--- src/rtl/decoder_scan_pkg.sv ---
// ---------------------------------------------------------------------------
// decoder_scan_pkg
// Shared definitions for the decoder scan controller: FSM state encoding and
// the select width / output count of the 3-to-8 decoder being driven.
// ---------------------------------------------------------------------------
package decoder_scan_pkg;

    localparam int SEL_W   = 3;
    localparam int NUM_OUT = 8;

    typedef enum logic {
        IDLE = 1'b0,
        SCAN = 1'b1
    } state_e;

endpackage

--- src/rtl/scan_next_sel.sv ---
// ---------------------------------------------------------------------------
// scan_next_sel
// Combinational search for the next select to visit.
//   cur   [2:0] in  : current select
//   mask  [7:0] in  : mask[i]=1 means index i is skipped
//   wrap        in  : 1 = ignore cur and return the lowest unmasked index
//   nxt   [2:0] out : lowest unmasked index above cur (or overall when wrap=1)
//   found       out : nxt is meaningful
// ---------------------------------------------------------------------------
module scan_next_sel
    import decoder_scan_pkg::*;
(
    input  logic [SEL_W-1:0]   cur,
    input  logic [NUM_OUT-1:0] mask,
    input  logic               wrap,
    output logic [SEL_W-1:0]   nxt,
    output logic               found
);

    // Walk downwards so the last candidate written is the lowest one.
    always_comb begin
        nxt   = '0;
        found = 1'b0;
        for (int i = NUM_OUT - 1; i >= 0; i--) begin
            if (!mask[i] && (wrap || (i > int'(cur)))) begin
                nxt   = i[SEL_W-1:0];
                found = 1'b1;
            end
        end
    end

endmodule

--- src/rtl/decoder_scan_ctrl.sv ---
// ---------------------------------------------------------------------------
// decoder_scan_ctrl
// Sequences a 3-bit decoder select through the unmasked outputs, holding each
// select for DWELL cycles. Single sweep (with done pulse) or continuous scan.
//   clk, rst_n      in  : clock, async active-low reset
//   start, stop     in  : begin a scan (in IDLE) / abort a scan
//   mode            in  : 0 = single sweep, 1 = continuous (latched at start)
//   mask [7:0]      in  : mask[i]=1 skips Yi (latched at start)
//   A0, A1, A2      out : decoder select, A0 = LSB
//   sel_valid       out : select is stable and meaningful
//   step            out : pulse on the first cycle of each select period
//   busy            out : high while scanning
//   done            out : pulse when a single sweep finishes
// ---------------------------------------------------------------------------
module decoder_scan_ctrl
    import decoder_scan_pkg::*;
#(
    parameter int DWELL   = 4,
    parameter int DWELL_W = 16
) (
    input  logic         clk,
    input  logic         rst_n,
    input  logic         start,
    input  logic         stop,
    input  logic         mode,
    input  logic [7:0]   mask,
    output logic         A0,
    output logic         A1,
    output logic         A2,
    output logic         sel_valid,
    output logic         step,
    output logic         busy,
    output logic         done
);

    localparam logic [DWELL_W-1:0] DWELL_M1 = DWELL_W'(DWELL - 1);

    state_e               state_q, state_d;
    logic [SEL_W-1:0]     sel_q, sel_d;
    logic                 valid_q, valid_d;
    logic                 step_q, step_d;
    logic                 busy_q, busy_d;
    logic                 done_q, done_d;
    logic [DWELL_W-1:0]   cnt_q, cnt_d;
    logic                 mode_q, mode_d;
    logic [NUM_OUT-1:0]   mask_q, mask_d;

    logic [SEL_W-1:0]     above_sel, lowest_sel;
    logic                 above_found, lowest_found;
    logic [NUM_OUT-1:0]   lowest_mask;

    // At start the live mask decides the first select; afterwards the latched one.
    assign lowest_mask = (state_q == IDLE) ? mask : mask_q;

    scan_next_sel u_above (
        .cur   (sel_q),
        .mask  (mask_q),
        .wrap  (1'b0),
        .nxt   (above_sel),
        .found (above_found)
    );

    scan_next_sel u_lowest (
        .cur   (sel_q),
        .mask  (lowest_mask),
        .wrap  (1'b1),
        .nxt   (lowest_sel),
        .found (lowest_found)
    );

    always_comb begin
        state_d = state_q;
        sel_d   = sel_q;
        valid_d = valid_q;
        step_d  = 1'b0;
        busy_d  = busy_q;
        done_d  = 1'b0;
        cnt_d   = cnt_q;
        mode_d  = mode_q;
        mask_d  = mask_q;

        case (state_q)
            IDLE: begin
                valid_d = 1'b0;
                busy_d  = 1'b0;
                if (start && !stop) begin
                    mode_d = mode;
                    mask_d = mask;
                    if (!lowest_found) begin
                        // Everything masked: nothing to scan, report completion.
                        done_d = 1'b1;
                    end else begin
                        state_d = SCAN;
                        sel_d   = lowest_sel;
                        valid_d = 1'b1;
                        busy_d  = 1'b1;
                        step_d  = 1'b1;
                        cnt_d   = DWELL_M1;
                    end
                end
            end
            SCAN: begin
                if (stop) begin
                    state_d = IDLE;
                    valid_d = 1'b0;
                    busy_d  = 1'b0;
                end else if (cnt_q != '0) begin
                    cnt_d = cnt_q - 1'b1;
                end else if (above_found) begin
                    sel_d  = above_sel;
                    cnt_d  = DWELL_M1;
                    step_d = 1'b1;
                end else if (mode_q) begin
                    // With a single unmasked index this reloads the same select.
                    sel_d  = lowest_sel;
                    cnt_d  = DWELL_M1;
                    step_d = 1'b1;
                end else begin
                    state_d = IDLE;
                    valid_d = 1'b0;
                    busy_d  = 1'b0;
                    done_d  = 1'b1;
                end
            end
            default: state_d = IDLE;
        endcase
    end

    always_ff @(posedge clk or negedge rst_n) begin
        if (!rst_n) begin
            state_q <= IDLE;
            sel_q   <= '0;
            valid_q <= 1'b0;
            step_q  <= 1'b0;
            busy_q  <= 1'b0;
            done_q  <= 1'b0;
            cnt_q   <= '0;
            mode_q  <= 1'b0;
            mask_q  <= '0;
        end else begin
            state_q <= state_d;
            sel_q   <= sel_d;
            valid_q <= valid_d;
            step_q  <= step_d;
            busy_q  <= busy_d;
            done_q  <= done_d;
            cnt_q   <= cnt_d;
            mode_q  <= mode_d;
            mask_q  <= mask_d;
        end
    end

    assign A0        = sel_q[0];
    assign A1        = sel_q[1];
    assign A2        = sel_q[2];
    assign sel_valid = valid_q;
    assign step      = step_q;
    assign busy      = busy_q;
    assign done      = done_q;

endmodule

--- config.mk ---
export PLATFORM = sky130hd
export DESIGN_NAME = decoder_scan_ctrl
export DESIGN_NICKNAME = d
export VERILOG_FILES = /design/src/rtl/decoder_scan_pkg.sv /design/src/rtl/scan_next_sel.sv /design/src/rtl/decoder_scan_ctrl.sv
export SDC_FILE = /design/constraint.sdc
export NUM_CORES = 1
export LEC_CHECK = 0
export BUFFER_PORTS_ARGS = -buffer_cell sky130_fd_sc_hd__buf_2
export CAP_MARGIN = 25
export CORE_MARGIN = 2
export CORE_UTILIZATION = 40
export CTS_CLUSTER_SIZE = 24
export DETAILED_ROUTE_END_ITERATION = 8
export PLACE_DENSITY_LB_ADDON = 0.3
export SLEW_MARGIN = 20
export SYNTH_ARGS = -nofsm -noshare
export SYNTH_HDL_FRONTEND = slang
export SYNTH_SLANG_ARGS = --single-unit
--- constraint.sdc ---
create_clock -name clk -period 3.2 [get_ports clk]
set_clock_uncertainty 0.2 [all_clocks]
set_input_delay 0.32 -clock clk [delete_from_list [all_inputs] [get_ports clk]]
set_output_delay 0.32 -clock clk [all_outputs]
set_load 0.02 [all_outputs]
==> impl_metrics.tcl <==
set metrics [dict create \
    io_pins 20 \
    fin_ws_ns 0.421 \
    yosysSeqAreaShare 0.388 \
    yosysTopAreaCell "dfrtp_1" \
    portBuffers 19 \
    grt_max_degree 33 \
    async_flop_share 1.00 \
    worst_pin_slew_ns 0.831 \
    htreeDepth 2 \
    overflow 0 \
    clk_latency_ns 0.29 \
    swShare 0.349 \
    grt_pass1_wl_mm 8.34 \
    fill_cells 496 \
    detail-route-antenna-nets 0 \
    ys_types 53 \
    internal-power_mw 0.892 \
    cts_root_buffer "clkbuf_8" \
    crit_type "reg -> reg" \
    cp.arrival_ns 2.75 \
    die-area_um2 5740 \
    post_cts_buffers 0 \
    drtIter0Drc 201 \
    clockBufferDepth 2 \
    finalSetupTns_ns 0 \
    yosys_most_used_dff "dfrtp_1" \
    crit_fanout 15 \
    drcViolationCount 0 \
    routed_via_density 5.84 \
    slew_viol_final 0 \
    cts_resized 0 \
    status "completed" \
    antenna_found_initial 0 \
    grt_pass1_vias 1658 \
    avgSynthCellArea_um2 9.16 \
    n_antenna_cell 0 \
    rsz0062_at_grt "no" \
    period_share 0.869 \
    combPwrFrac 0.271 \
    syn-instance-count 225 \
    wl_per_cell_um 15.6 \
    synth_top_area_share 0.388 \
    power_density_nw_per_um2 587 \
    worst_setup_path_end_kind "register" \
    drt_first_pass_iters 4 \
    num_rows 26 \
    pre_cts_ws_ns 0.459 \
    setup_viol 0 \
    power.switching_mw 0.477 \
    p_leak_nw 1.04 \
    grt_usage 0.192 \
    synth_edf_count 0 \
    cts_hold_buf 1 \
    drt-total-wl_mm 4.87 \
    whs_ns 0.0661 \
    timing.fmax_mhz 360 \
    drive_gt1_frac 0.222 \
    layout_min_cycle_time_ns 2.78 \
    die_h_um 75.8 \
    tritoncts "built" \
    syn2layout_area_growth_pct 13.1 \
    dpl.hpwl_mm 3.39 \
    peakVddDrop_mv 0.289 \
    start_util 0.409 \
    numCtsBuffers 5 \
    synth_area_um2 2060 \
    worstPathRequired_ns 3.17 \
    clk_pin_slew_worst_paths_ns 0.07 \
    maxSlewHeadroom 0.446 \
    maxCapViolCount 0 \
    synth_nets 240 \
    coreArea_um2 5040 \
    ys_ff_latch 32 \
    vias 1827 \
    hold_class "in -> reg" \
    p_seq_frac 0.412 \
    synthTopCellsByArea "dfrtp_1, mux2_2, nor4_1, o21ai_0, nor2_1" \
    crit_path_start_kind "register" \
    gp_congestion 0.822 \
    yosysWarningCount 0 \
    clock_sinks 32 \
    hold_viol 0 \
    final_common_cell "dfrtp_1" \
    clockPowerShare 0.317 \
    nets 257 \
    layout_common_cells "dfrtp_1, buf_2, nor2_1" \
    die_w_um 75.8 \
]
==> power by group through the flow <==
stage               Sequential, mW  Combinational, mW  Clock, mW
floorplan                    0.533              0.315          0
global placement             0.566              0.365          0
detailed placement           0.568              0.367          0
CTS                          0.560              0.370      0.446
global route                 0.576              0.417      0.462
finish                       0.564              0.371      0.434
==> cell usage after synthesis, types with 3 or more instances <==
cell type,number
or2_1,3
or4_1,3
clkbuf_1,8
a21o_1,3
a21boi_0,3
nand3_1,8
nor2_1,16
nor3_1,11
o2111ai_1,6
a21oi_1,10
dfrtp_1,32
mux2_2,9
o21ai_0,13
o211ai_1,4
a31oi_1,5
buf_2,3
a31o_2,6
buf_6,3
nand2_1,12
and3_1,5
nor4_1,14
o21a_1,3
inv_1,7
==> worst paths after layout <==
path	start	end	slack, ns	depth (start not counted)
max	sel_q[1]$_DFFE_PN0P_	cnt_q[10]$_DFFE_PN0P_	0.42	6
min	mode	mode_q$_DFFE_PN0P_	0.07	2
max reg2reg	sel_q[1]$_DFFE_PN0P_	cnt_q[10]$_DFFE_PN0P_	0.42	6
min reg2reg	busy$_DFFE_PN0P_	busy$_DFFE_PN0P_	0.29	2
max in group asynchronous	rst_n	cnt_q[2]$_DFFE_PN0P_	1.90	2
min in group asynchronous	rst_n	sel_q[0]$_DFFE_PN0P_	0.43	2
==> logic make-up after synthesis <==
group / Yosys count / share of synthesized area
compound gates: 67 / 0.235
fa+ha+maj: 2 / 0.0121
buf+inv: 23 / 0.0582
flops: 32 / 0.388
mux: 10 / 0.0540
simple gates: 91 / 0.252
==> cell type report <==
| class | count | area, µm² | area share |
|---|---|---|---|
| clock buffer | 7 | 96.3 | 0.0413 |
| inverter | 7 | 26.3 | 0.0113 |
| sequential | 32 | 801 | 0.343 |
| clock inverter | 1 | 30.0 | 0.0129 |
| multi-input combinational | 170 | 1140 | 0.489 |
| timing repair buffer | 26 | 150 | 0.0644 |
| tap | 70 | 87.6 | 0.0376 |
==> through the flow <==
step                      std cells  total power [mW]   util  area [µm²]
after detailed placement        304             0.935  0.435        2200
after floorplan                 225             0.848      -        2060
after global placement          304             0.931  0.435        2200
after global routing            313              1.46  0.463        2330
final                           313              1.37  0.463        2330
after CTS                       313              1.38  0.463        2330
==> worst max-delay path, stage by stage (launching register included) <==
cell	delay (ns)
dfrtp_1	0.50
a21o_1	0.23
o2bb2ai_1	0.38
or2_0	0.65
o21ai_0	0.26
and3_1	0.23
or2_1	0.21
==> state kept, by name, indices dropped and copies added, names as in the netlist <==
name / cells
cnt_q: 16
done: 1
busy: 1
mode_q: 1
mask_q: 8
step: 1
sel_q: 3
state_q: 1
==> layer usage <==
layer,routed length [µm],vias up,track usage
met1,2440,885,0.292
met3,185,9,0.0397
li1,-,892,-
met5,0,-,0
met4,77,0,0.0663
met2,2170,41,0.267
(Power assumes the default switching activity.)
